--- config.mk ---
export PLATFORM = sky130hd
export DESIGN_NAME = spi_cmd_writer
export DESIGN_NICKNAME = d
export VERILOG_FILES = /design/src/rtl/gpu_cmd_pkg.sv /design/src/rtl/spi_pin_sync.sv /design/src/rtl/spi_cmd_writer.sv
export SDC_FILE = /design/constraint.sdc
export NUM_CORES = 1
export LEC_CHECK = 0
export BUFFER_PORTS_ARGS = -buffer_cell sky130_fd_sc_hd__buf_4
export CORE_ASPECT_RATIO = 0.6
export CORE_UTILIZATION = 50
export CTS_BUF_LIST = sky130_fd_sc_hd__clkbuf_8
export DETAILED_ROUTE_END_ITERATION = 8
export PLACE_DENSITY = 0.85
export SETUP_SLACK_MARGIN = 0.1
export SKIP_LAST_GASP = 1
export SYNTH_ARGS = -nofsm -noshare
export SYNTH_HDL_FRONTEND = slang
export SYNTH_SLANG_ARGS = --single-unit
export TNS_END_PERCENT = 100
--- constraint.sdc ---
create_clock -name wr_clk -period 1.96 [get_ports wr_clk]
set_input_delay 0.392 -clock wr_clk [delete_from_list [all_inputs] [get_ports wr_clk]]
set_output_delay 0.392 -clock wr_clk [all_outputs]
set_load 0.03 [all_outputs]
--- src/rtl/gpu_cmd_pkg.sv ---
// gpu_cmd_pkg: command word layout, SPI writer FSM states and MISO status-byte layout.
package gpu_cmd_pkg;

    localparam int CMD_WIDTH    = 72;
    localparam int CMD_RW_BIT   = 71;
    localparam int CMD_ADDR_MSB = 70;
    localparam int CMD_ADDR_LSB = 64;
    localparam int CMD_DATA_MSB = 63;

    typedef logic [CMD_WIDTH-1:0] cmd_word_t;

    typedef enum logic [1:0] {IDLE, SHIFT, COMMIT, TRAIL} spi_wr_state_t;

    localparam int ST_OVERFLOW    = 7;
    localparam int ST_FRAME_ERR   = 6;
    localparam int ST_ALMOST_FULL = 5;
    localparam int ST_FULL        = 4;

    function automatic logic [7:0] status_byte(input logic ovf, input logic ferr,
                                               input logic afull, input logic full);
        logic [7:0] s;
        s = '0;
        s[ST_OVERFLOW]    = ovf;
        s[ST_FRAME_ERR]   = ferr;
        s[ST_ALMOST_FULL] = afull;
        s[ST_FULL]        = full;
        return s;
    endfunction

endpackage

--- src/rtl/spi_pin_sync.sv ---
// spi_pin_sync: multi-flop synchroniser plus rise/fall detector for one asynchronous pin.
module spi_pin_sync #(
    parameter int   SYNC_STAGES = 2,
    parameter logic RST_VAL     = 1'b0
) (
    input  logic wr_clk,
    input  logic wr_rst_n,
    input  logic pin_i,
    output logic lvl_o,
    output logic rise_o,
    output logic fall_o
);

    logic [SYNC_STAGES-1:0] sync_q;
    logic                   prev_q;
    logic [SYNC_STAGES:0]   vld_q;

    always_ff @(posedge wr_clk or negedge wr_rst_n) begin
        if (!wr_rst_n) begin
            sync_q <= {SYNC_STAGES{RST_VAL}};
            prev_q <= RST_VAL;
            vld_q  <= '0;
        end else begin
            sync_q <= {sync_q[SYNC_STAGES-2:0], pin_i};
            prev_q <= sync_q[SYNC_STAGES-1];
            vld_q  <= {vld_q[SYNC_STAGES-1:0], 1'b1};
        end
    end

    // Edges are suppressed until the whole chain holds real samples, so a pin that
    // differs from its idle level at reset release never looks like an edge.
    assign lvl_o  = sync_q[SYNC_STAGES-1];
    assign rise_o = vld_q[SYNC_STAGES] & lvl_o & ~prev_q;
    assign fall_o = vld_q[SYNC_STAGES] & ~lvl_o & prev_q;

endmodule

--- src/rtl/spi_cmd_writer.sv ---
// spi_cmd_writer: oversampled SPI mode-0 slave that deserialises 72-bit command frames
// and pushes them into the command FIFO write port, reporting status on MISO.
module spi_cmd_writer
    import gpu_cmd_pkg::*;
#(
    parameter int WIDTH       = CMD_WIDTH,
    parameter int SYNC_STAGES = 2,
    parameter int CNT_WIDTH   = 16
) (
    input  logic                 wr_clk,
    input  logic                 wr_rst_n,
    input  logic                 spi_sck,
    input  logic                 spi_cs_n,
    input  logic                 spi_mosi,
    output logic                 spi_miso,
    output logic                 fifo_wr_en,
    output logic [WIDTH-1:0]     fifo_wr_data,
    input  logic                 fifo_wr_full,
    input  logic                 fifo_wr_almost_full,
    output logic                 host_busy,
    output logic                 overflow,
    output logic                 frame_err,
    input  logic                 status_clr,
    output logic [CNT_WIDTH-1:0] frame_count
);

    localparam int BW = $clog2(WIDTH + 1);

    logic       sck_rise, sck_fall, cs_lvl, cs_rise, cs_fall, mosi_lvl;
    logic [1:0] mosi_edges_unused;

    spi_pin_sync #(.SYNC_STAGES(SYNC_STAGES), .RST_VAL(1'b0)) u_sck (
        .wr_clk(wr_clk), .wr_rst_n(wr_rst_n), .pin_i(spi_sck),
        .lvl_o(), .rise_o(sck_rise), .fall_o(sck_fall));
    spi_pin_sync #(.SYNC_STAGES(SYNC_STAGES), .RST_VAL(1'b1)) u_cs (
        .wr_clk(wr_clk), .wr_rst_n(wr_rst_n), .pin_i(spi_cs_n),
        .lvl_o(cs_lvl), .rise_o(cs_rise), .fall_o(cs_fall));
    spi_pin_sync #(.SYNC_STAGES(SYNC_STAGES), .RST_VAL(1'b0)) u_mosi (
        .wr_clk(wr_clk), .wr_rst_n(wr_rst_n), .pin_i(spi_mosi),
        .lvl_o(mosi_lvl), .rise_o(mosi_edges_unused[0]), .fall_o(mosi_edges_unused[1]));

    spi_wr_state_t        state_q, state_d;
    logic [WIDTH-1:0]     sr_q, sr_d;
    logic [BW-1:0]        cnt_q, cnt_d;
    logic                 wr_en_q, wr_en_d;
    logic [CNT_WIDTH-1:0] count_q, count_d;
    logic                 ovf_q, ovf_d, ferr_q, ferr_d, busy_q;
    logic [7:0]           miso_q, miso_d;

    always_ff @(posedge wr_clk or negedge wr_rst_n) begin
        if (!wr_rst_n) state_q <= IDLE;
        else           state_q <= state_d;
    end

    // cs_n rise has priority everywhere, so a coincident sck rise is never counted.
    always_comb begin
        state_d = state_q;
        case (state_q)
            IDLE:    state_d = cs_fall ? SHIFT : IDLE;
            SHIFT:   state_d = cs_rise ? IDLE : (sck_rise && cnt_q == BW'(WIDTH - 1)) ? COMMIT : SHIFT;
            COMMIT:  state_d = cs_rise ? IDLE : TRAIL;
            TRAIL:   state_d = cs_rise ? IDLE : TRAIL;
            default: state_d = IDLE;
        endcase
    end

    always_comb begin
        logic start, shift, commit;
        start   = (state_q == IDLE) && cs_fall;
        shift   = (state_q == SHIFT) && sck_rise && !cs_rise;
        commit  = (state_q == COMMIT);
        sr_d    = start ? '0 : shift ? {sr_q[WIDTH-2:0], mosi_lvl} : sr_q;
        cnt_d   = start ? '0 : shift ? cnt_q + BW'(1) : cnt_q;
        wr_en_d = commit && !fifo_wr_full;
        count_d = count_q + CNT_WIDTH'(wr_en_d);
        ovf_d   = (commit && fifo_wr_full) || (ovf_q && !status_clr);
        ferr_d  = ((state_q == SHIFT) && cs_rise) || ((state_q == TRAIL) && sck_rise && !cs_rise)
                  || (ferr_q && !status_clr);
        miso_d  = cs_fall ? status_byte(ovf_q, ferr_q, fifo_wr_almost_full, fifo_wr_full) :
                  cs_lvl  ? 8'h00 :
                  sck_fall ? {miso_q[6:0], 1'b0} : miso_q;
    end

    always_ff @(posedge wr_clk or negedge wr_rst_n) begin
        if (!wr_rst_n) begin
            sr_q    <= '0;
            cnt_q   <= '0;
            wr_en_q <= 1'b0;
            count_q <= '0;
            ovf_q   <= 1'b0;
            ferr_q  <= 1'b0;
            busy_q  <= 1'b0;
            miso_q  <= '0;
        end else begin
            sr_q    <= sr_d;
            cnt_q   <= cnt_d;
            wr_en_q <= wr_en_d;
            count_q <= count_d;
            ovf_q   <= ovf_d;
            ferr_q  <= ferr_d;
            busy_q  <= fifo_wr_almost_full;
            miso_q  <= miso_d;
        end
    end

    assign spi_miso     = miso_q[7];
    assign fifo_wr_en   = wr_en_q;
    assign fifo_wr_data = sr_q;
    assign host_busy    = busy_q;
    assign overflow     = ovf_q;
    assign frame_err    = ferr_q;
    assign frame_count  = count_q;

endmodule
; ---- Word level (Yosys, flattened, before mapping)
; Cells that the tools add are included.
[classes]
n_addsub = 2
n_eq_ne = 4
n_mux = 12
n_bitwise = 12
n_reduce_logical = 21
[ops]
columns = op, n
row1 = 72-bit two-way mux, 2
row2 = 8-bit two-way mux, 3
row3 = 16-bit by 1-bit adder with 16-bit output, 1
row4 = 7-bit two-way mux, 2
row5 = 1-bit logical AND, 11
row6 = 1-bit AND, 8
row7 = "7-bit by 1-bit adder with 7-bit output, second input constant", 1
row8 = "7-bit equality test, second input constant", 1
row9 = 2-bit two-way mux, 3
row10 = 2-bit one-hot mux with 3 select lines, 1
row11 = "2-bit equality test, second input constant", 2
row12 = 1-bit inverter, 4
row13 = 1-bit logical NOT, 3
row14 = 1-bit logical OR, 3
row15 = 3-bit nonzero test, 1
row16 = "2-bit by 1-bit equality test with 1-bit output, second input constant", 1
row17 = 2-bit logical NOT, 1
row18 = 2-bit nonzero test, 1
row19 = 2-bit OR reduction, 1
row20 = 1-bit two-way mux, 1
[totals]
ff_bits = 123
out_inout_bits = 93
wordCells = 67

; ---- Longest topological paths before layout
; Gate-level depths: netlist of run 1.
[depth]
ltp_word = 6
depth_mapped = 9
ltp_nobuf = 8

; ---- Cells and area by module
; A second synthesis of run 1 with hierarchy kept.
[hier_totals]
hier_cells = 400
hier_area_um2 = 4624.4
[by_module_without_submodules]
columns = module, n_inst, cells_per_inst, area_each_um2
row1 = spi_cmd_writer, 1, 373, 4106.4
row2 = spi_pin_sync at u_mosi ..., 2, 9, 171.4
row3 = spi_pin_sync at u_cs, 1, 9, 175.2

; ---- Least setup slack after synthesis of run 1
; Ideal clock, no wire load.
[synth_timing]
path_type = flip-flop to flip-flop
startpoint = register state_q[1]
endpoint = register count_q[10], in the netlist frame_count[10]
t_arrival_ps = 1934
slack_ps = -108
path_stages_with_launch = 10
n_path_buf = 1
period_less_slack_ps = 2068
path_cell_list = dfrtp_1 -> clkbuf_1 -> inv_1 -> nor3_1 -> ha_1 -> ha_1 -> nand3_1 -> nor2_1 -> nand4_1 -> xnor2_1
[synth_between]
elab_chain_cells = 3
[synth_rtl]
columns = item, line_no
row1 = start: declaration, spi_cmd_writer.sv:42  ; spi_wr_state_t state_q, state_d;
row2 = start signal: assignment, spi_cmd_writer.sv:52  ; else state_q <= state_d;
row3 = 2-bit equality test, spi_cmd_writer.sv:71  ; commit = (state_q == COMMIT);
row4 = 1-bit logical AND, spi_cmd_writer.sv:74  ; wr_en_d = commit && !fifo_wr_full;
row5 = named net wr_en_d, spi_cmd_writer.sv:45  ; logic wr_en_q, wr_en_d;
row6 = 16-bit by 1-bit adder with 16-bit output, spi_cmd_writer.sv:75  ; count_d = count_q + CNT_WIDTH'(wr_en_d);
row7 = named net count_d[10], spi_cmd_writer.sv:46  ; logic [CNT_WIDTH-1:0] count_q, count_d;
row8 = end signal: assignment, spi_cmd_writer.sv:98  ; count_q <= count_d;
row9 = end: declaration, spi_cmd_writer.sv:46
; The timed path passes the listed nets, and every way through them passes these cells.
; A chain may end at the register's enable or synchronous reset.

; ---- Worst setup path after layout of run 1
[layout_timing]
startpoint = register state_q[0]
endpoint = register cnt_q[5]
[layout_between]
elab_chain_cells = 4
word_cells_on_any_way = 7
[layout_rtl]
columns = item, line_no
row1 = 2-bit by 1-bit equality test with 1-bit output, spi_cmd_writer.sv:70  ; shift = (state_q == SHIFT) && sck_rise && !cs_rise;
row2 = 1-bit logical AND (2 in series), spi_cmd_writer.sv:70
row3 = 2-bit nonzero test (no line), --
row4 = end signal: assignment, spi_cmd_writer.sv:96  ; cnt_q <= cnt_d;
row5 = end: declaration, spi_cmd_writer.sv:44  ; logic [BW-1:0] cnt_q, cnt_d;
; Several ways; a longest one is shown, not always the timed one.

==> results of run 1 <==
layout by cell type, fill, tap and decap left out, drive strengths merged, types with 2 or more instances in the layout:
cell	Yosys	layout
o32ai	2	2
inv	9	11
nor4	5	5
xnor2	13	13
mux2	4	4
xor2	5	5
nand2	158	158
clkbuf	11	22
clkinv	0	4
dfrtp	113	113
nand3	10	10
a21oi	78	78
nand4	4	4
nor2b	2	2
dfstp	3	3
ha	3	3
nor2	12	12
nand2b	2	2
buf	16	118
nor3	2	2
final cells by class:
cell class	count	area, um^2
clock buffer	22	302.8
clock inverter	7	57.56
fill	668	2721
inverter	9	33.78
multi-input combinational	315	1599
sequential	116	2907
tap	112	140.1
timing repair buffer	119	957.2
worst max-delay path by stage:
| stage | end | cells after the start |
|---|---|---|
| final | cnt_q[5] | 4 |
| after global routing | cnt_q[6] | 5 |
| after CTS | frame_count[12] | 8 |
| after detailed placement | cnt_q[5] | 5 |
| after global placement | cnt_q[5] | 5 |
| after floorplan | fifo_wr_data[25] | 8 |
routing by layer:
layer	share of wire (%)	vias up
met2	47	117
met4	0.41	0
met3	7.9	3
met5	0	-
met1	45	1818
li1	-	1755
state kept, by name, summed over array words and instances, names as in the netlist:
signal,flops
state_q,2
u_sck.sync_q,2
cnt_q,7
fifo_wr_en,1
u_sck.prev_q,1
fifo_wr_data,72
host_busy,1
u_cs.vld_q,3
u_cs.prev_q,1
overflow,1
u_cs.sync_q,2
frame_count,16
frame_err,1
miso_q,4
u_mosi.sync_q,2
synth_stat cells (2+ instances only):
master | n | area share (%)
dfrtp_1 | 113 | 61
buf_2 | 4 | 0.44
xnor2_1 | 13 | 2.5
o32ai_1 | 2 | 0.38
xor2_1 | 5 | 0.95
nor2b_1 | 2 | 0.27
mux2_2 | 4 | 0.98
a21oi_1 | 78 | 8.5
nand2b_1 | 2 | 0.27
nor3_1 | 2 | 0.22
buf_1 | 11 | 0.90
nand3_1 | 10 | 1.1
nor4_1 | 4 | 0.54
nor2_1 | 12 | 0.98
dfstp_2 | 3 | 1.7
nand4_1 | 4 | 0.54
nand2_1 | 158 | 13
clkbuf_1 | 11 | 0.90
ha_1 | 3 | 0.82
inv_1 | 9 | 0.73
cell families (layout without fill, tap and decap cells):
| kind of cell | count (synthesis) | after routing |
|---|---|---|
| other | 1 | 1 |
| buffers and inverters | 36 | 157 |
| flip-flops | 116 | 116 |
| AO/OA/AOI/OAI | 86 | 86 |
| XOR/XNOR | 18 | 18 |
| adder cells (fa/ha/maj) | 3 | 3 |
| multiplexers | 5 | 5 |
| AND/OR/NAND/NOR | 202 | 202 |
critical path: stages, from the launching register on:
cell	delay (ps)
dfrtp_1	420
nand4b_1	190
or3_4	460
or4_1	510
a21oi_1	130
what timing repair did:
item                                    4_1_cts  5_1_grt
gates resized for setup                       2        8
endpoints found under the setup margin        1       38
buffers inserted                              1        2
pin swaps                                     0        5
hold buffers                                  1        0
endpoints found under the hold margin        18        0
power by group through the flow:
| stage | clock (uW) | combinational [uW] | sequential [uW] |
|---|---|---|---|
| after floorplan | 0 | 77.8 | 2510 |
| after global placement | 0 | 201 | 2490 |
| after detailed placement | 0 | 208 | 2500 |
| after CTS | 2070 | 216 | 2460 |
| after global routing | 2170 | 241 | 2460 |
| final | 2020 | 218 | 2460 |
per-stage QoR:
stage | worst slack, ps | utilization, % | hold WS [ps]
floorplan | 107.7 | - | 96.41
detailed placement | 60.85 | 63.81 | 313.9
finish | 172.0 | 68.79 | 85.45
global placement | 130.8 | 63.81 | 312.4
CTS | 109.3 | 68.23 | 56.68
global route | 91.89 | 68.79 | 61.90
==> metrics.txt, run 1 <==
worst-margin pin slew 490.8 ps; RSZ-0062 raised after global routing false; Core Area 8718 um^2; Clock Root Buffer clkbuf_8; cell-internal power 3637 uW; CTS buffer count 17; post-route minimum period 1788 ps; Reg2Reg Depth 4; Post-Synth XOR/XNOR Area 3.429%; clock skew 11.66 ps; crit share post-route 91.22%; status completed; Ys Warns 0; reg-to-reg setup timing slack 170 ps; Antenna Cells 0; Clock Power Share 43.0%; DRT Pass-1 Iters 4; gp weighted congestion 0.8227; Adder-Cell Fraction of Synth Area 0.8163%; vias in the first global route 3560; CTS tree done; Net Sw Power 1056 uW; Arr. time, crit path 2120 ps; Yosys reg bits 116; grt met2 use 34.33%; ratio of cells with drive above 1 in the final layout 27.89%; WL per Instance 14.73 um; via/cell ratio 5.276; Net Sw Frac 22.49%; r2r startpoint state_q[0]; sequential power share 52.3%; Worst Setup Start Kind flip-flop; port buffer count 100; Syn Std Cell Area 4598 um^2; Leakage 0.002873 uW; total grt overflow 0; DR iter-0 viols 241; CP startpoint state_q[0]; final setup violating endpoints 0; WL final 10310 um; Hold Path Stages 1; DRC viols 0; VDD IR max 0.4932 mV; Mapped Cells 467; largest net degree at the start of global routing 50; post-synthesis average cell area 9.846 um^2; worst slew margin relative to its limit 66.98%; Layout area overhead 30.42%; Worst Hold End u_mosi.sync_q[0]; post-synth cell types 37; Nets 589; ys async rst share 100.0%; max-cap violations 0; simple-gate portion of the synthesized area 18.20%; Highest Clock Rate 559.3 MHz; Hold Startpoint spi_mosi; DP Area 5563 um^2; antenna violations before repair 0; gr busiest metal met2; compound-gate portion of the synthesized area 9.850%; pwr/cell area 782.5 nW/um^2; largest family of logic cells by synthesized area simple AND/OR/NAND/NOR gates; worst-skew pair later-pin latency 420 ps; die area 9596 um^2; total power 4693 uW; Final Hold Violating Endpoints 0; H-tree Lvls 4; first-pass GRT wire length 17220 um; Initial Utilization 52.74%; Routed Antenna Nets 0; Die Ht 76.28 um; number of synthesized flops with an enable pin 0; Die X 125.8 um; most common flop cell mapped by yosys dfrtp_1; Syn Nets 478; Worst-path clk slew 60 ps; Reg2Reg Capture Point cnt_q[5]; Combinational Power Share 4.6%; met3 Resource Use GR 7.654%; sequential share of the synthesized area 63.21%; Crit Path Category reg2reg; GR met1 Demand/Resource 30.99%; Crit. End Element flip-flop; Slew Limit Fails 0; row cnt 26; Worst EP required 2300 ps; fin cells 700; io pins 101; final instance area 5997 um^2; via count 3693; mux contribution to synthesized area 1.197%; Worst Path Max Fanout 4; Setup TNS 0 ps; Placed Instances 667; gr usage total 23.02%; post-DP HPWL 6762 um; Hold Path Class in2reg; # clock sinks 116; CTS max path bufs 2
No activity file was read; power rests on OpenSTA's default activity.
==> run 2: changes to the inputs <==
--- a/config.mk
+++ b/config.mk
@@ -10,7 +10,7 @@
 export CORE_UTILIZATION = 50
 export CTS_BUF_LIST = sky130_fd_sc_hd__clkbuf_8
 export DETAILED_ROUTE_END_ITERATION = 8
-export PLACE_DENSITY = 0.85
+export PLACE_DENSITY = 0.86
 export SETUP_SLACK_MARGIN = 0.1
 export SKIP_LAST_GASP = 1
 export SYNTH_ARGS = -nofsm -noshare
==> metrics.txt, run 2 (same netlist as run 1, synthesis figures left out) <==
status completed; Die Ht 76.28 um (unchanged); Hold Startpoint spi_mosi; Worst EP required 2260 ps (-40 ps); Highest Clock Rate 542.0 MHz (-3.1%); VDD IR max 0.8876 mV (+80%); worst slew margin relative to its limit 61.59% (-5.4 points); Layout area overhead 35.56%; Clock Root Buffer clkbuf_8; max-cap violations 0 (unchanged); Hold Path Stages 1 (unchanged); area of the multi-input gates 1645 um^2 (+2.9%); final core area utilization 71.50% (+2.7 points); gr usage total 23.19% (+0.17 points); io pins 101 (unchanged); H-tree Lvls 4 (unchanged); die area 9596 um^2 (unchanged); most frequent cells in the layout nand2_1, dfrtp_1, buf_4; antenna violations before repair 0 (unchanged); largest net degree at the start of global routing 53 (+6.0%); Arr. time, crit path 2150 ps (+30 ps); gp weighted congestion 0.8375 (+1.8%); Crit Path Category reg2reg; worst path bufs/invs 1 (+1); Reg2Reg Depth 5 (+1); vias in the first global route 3572 (+0.34%); Crit. End Element flip-flop; CTS max path bufs 2 (unchanged); Die X 125.8 um (unchanged); post-route minimum period 1845 ps (+57.02 ps); Setup TNS 0 ps (unchanged); Leakage 0.002968 uW (+3.3%); r2r startpoint u_sck.prev_q; Worst-path clk slew 60 ps (about the same); via count 3771 (+2.1%); DP Area 5590 um^2 (+0.49%); hold slack 68.15 ps (-17.29 ps); ratio of cells with drive above 1 in the final layout 29.08% (+1.2 points); first-pass GRT wire length 17370 um (+0.92%); Hold Path Class in2reg; row cnt 26 (unchanged); Initial Utilization 52.74% (unchanged); Worst Path Max Fanout 24 (+20); pwr/cell area 856.9 nW/um^2 (+9.5%); fill count 625 (-6.4%); Nets 593 (+0.68%); Core Area 8718 um^2 (unchanged); Register Area 2907 um^2 (unchanged); DR iter-0 viols 196 (-19%); RSZ-0062 raised after global routing false; most common cell after layout, fill and taps aside nand2_1; slowest CP cell or3_4; WL final 10740 um (+4.1%); # clock sinks 116 (unchanged); final setup violating endpoints 0 (unchanged); DRC viols 0 (unchanged); crit share post-route 94.13% (+2.9 points); via/cell ratio 5.334 (+1.1%); Worst Hold End u_mosi.sync_q[0]; CTS tree done; port buffer count 100 (unchanged); max FFs per register 72 (unchanged); final instance area 6233 um^2 (+3.9%); Top Family by Delay on Critical Path simple AND/OR/NAND/NOR gates; DRT Pass-1 Iters 5 (+1); total grt overflow 0 (unchanged); clock skew 9.106 ps (-2.556 ps); worst-skew pair later-pin latency 430 ps (about the same); reg-to-reg setup timing slack 110 ps (-60 ps); WL per Instance 15.19 um (+3.1%); Routed Antenna Nets 0 (unchanged); Worst path max stage delay 430 ps (-80 ps); Worst Setup Start Kind flip-flop; worst path cell trace nand4b_1 > or3_4 > buf_6 > o31ai_1 > a21oi_2; Final Hold Violating Endpoints 0 (unchanged); worst-margin pin slew 576.1 ps (+85.24 ps); Slew Limit Fails 0 (unchanged); Antenna Cells 0 (unchanged); post-DP HPWL 6830 um (+1.0%); Reg2Reg Capture Point cnt_q[5]; CTS buffer count 17 (unchanged)
run 2: cell types whose count changed in the layout (fill, tap and decap cells not counted), sizes merged:
cell	before	now
bufinv	1	6
clkbuf	22	21
buf	118	121
run 2: repair_timing:
action / CTS / global route
buffers inserted: 2 / 2
endpoints found under the setup margin: 55 / 85
hold buffers: 1 / 0
pin swaps: 1 / 7
endpoints found under the hold margin: 38 / 0
cloned: 0 / 1
gates resized for setup: 2 / 19
run 2: how the worst max path moves through the flow:
stage	cells after the start	to	from	slack [ps]
floorplan	8	fifo_wr_data[25]	u_cs.sync_q[1]	110
finish	5	cnt_q[5]	u_sck.prev_q	110
CTS	5	cnt_q[6]	u_sck.prev_q	90
detailed placement	6	fifo_wr_data[63]	u_sck.prev_q	40
global route	8	fifo_wr_data[19]	u_sck.prev_q	80
global placement	4	cnt_q[5]	u_sck.prev_q	130
run 2: layer usage:
layer	wire, um	global-route usage [%]
met4	185	9.398
met3	825	7.935
met5	0	0
met2	5042	36.11
met1	4684	29.94
run 2: final cells by class:
| type | instances | area share, % |
|---|---|---|
| clock inverters | 12 | 3.332 |
| clock buffers | 20 | 4.416 |
| multi-input cells | 315 | 26.40 |
| flip-flops and latches | 116 | 46.63 |
| repair buffers | 123 | 16.44 |
| inverters | 9 | 0.5420 |
| well taps | 112 | 2.248 |
run 2: power by group:
| group | switching (uW) | internal [uW] | leakage (uW) |
|---|---|---|---|
| registers | 24.3 | 2430 | 0.00158 |
| logic | 147 | 78.0 | 0.00113 |
| clock network | 937 | 1730 | 0.000255 |
| total | 1110 | 4230 | 0.00297 |
run 2: worst reg2reg max path, cell delays in order, from the launching register on:
cell and delay [ps]:
dfrtp_1 400, nand4b_1 250, or3_4 430, buf_6 180
o31ai_1 350, a21oi_2 100
run 2: metrics by stage:
stage,cells,power (uW),setup slack [ps]
floorplan,467,2586,107.7
global placement,669,2701,127.0
detailed placement,669,2710,40.55
CTS,704,5376,87.60
global route,707,5527,75.49
finish,707,5341,115.0
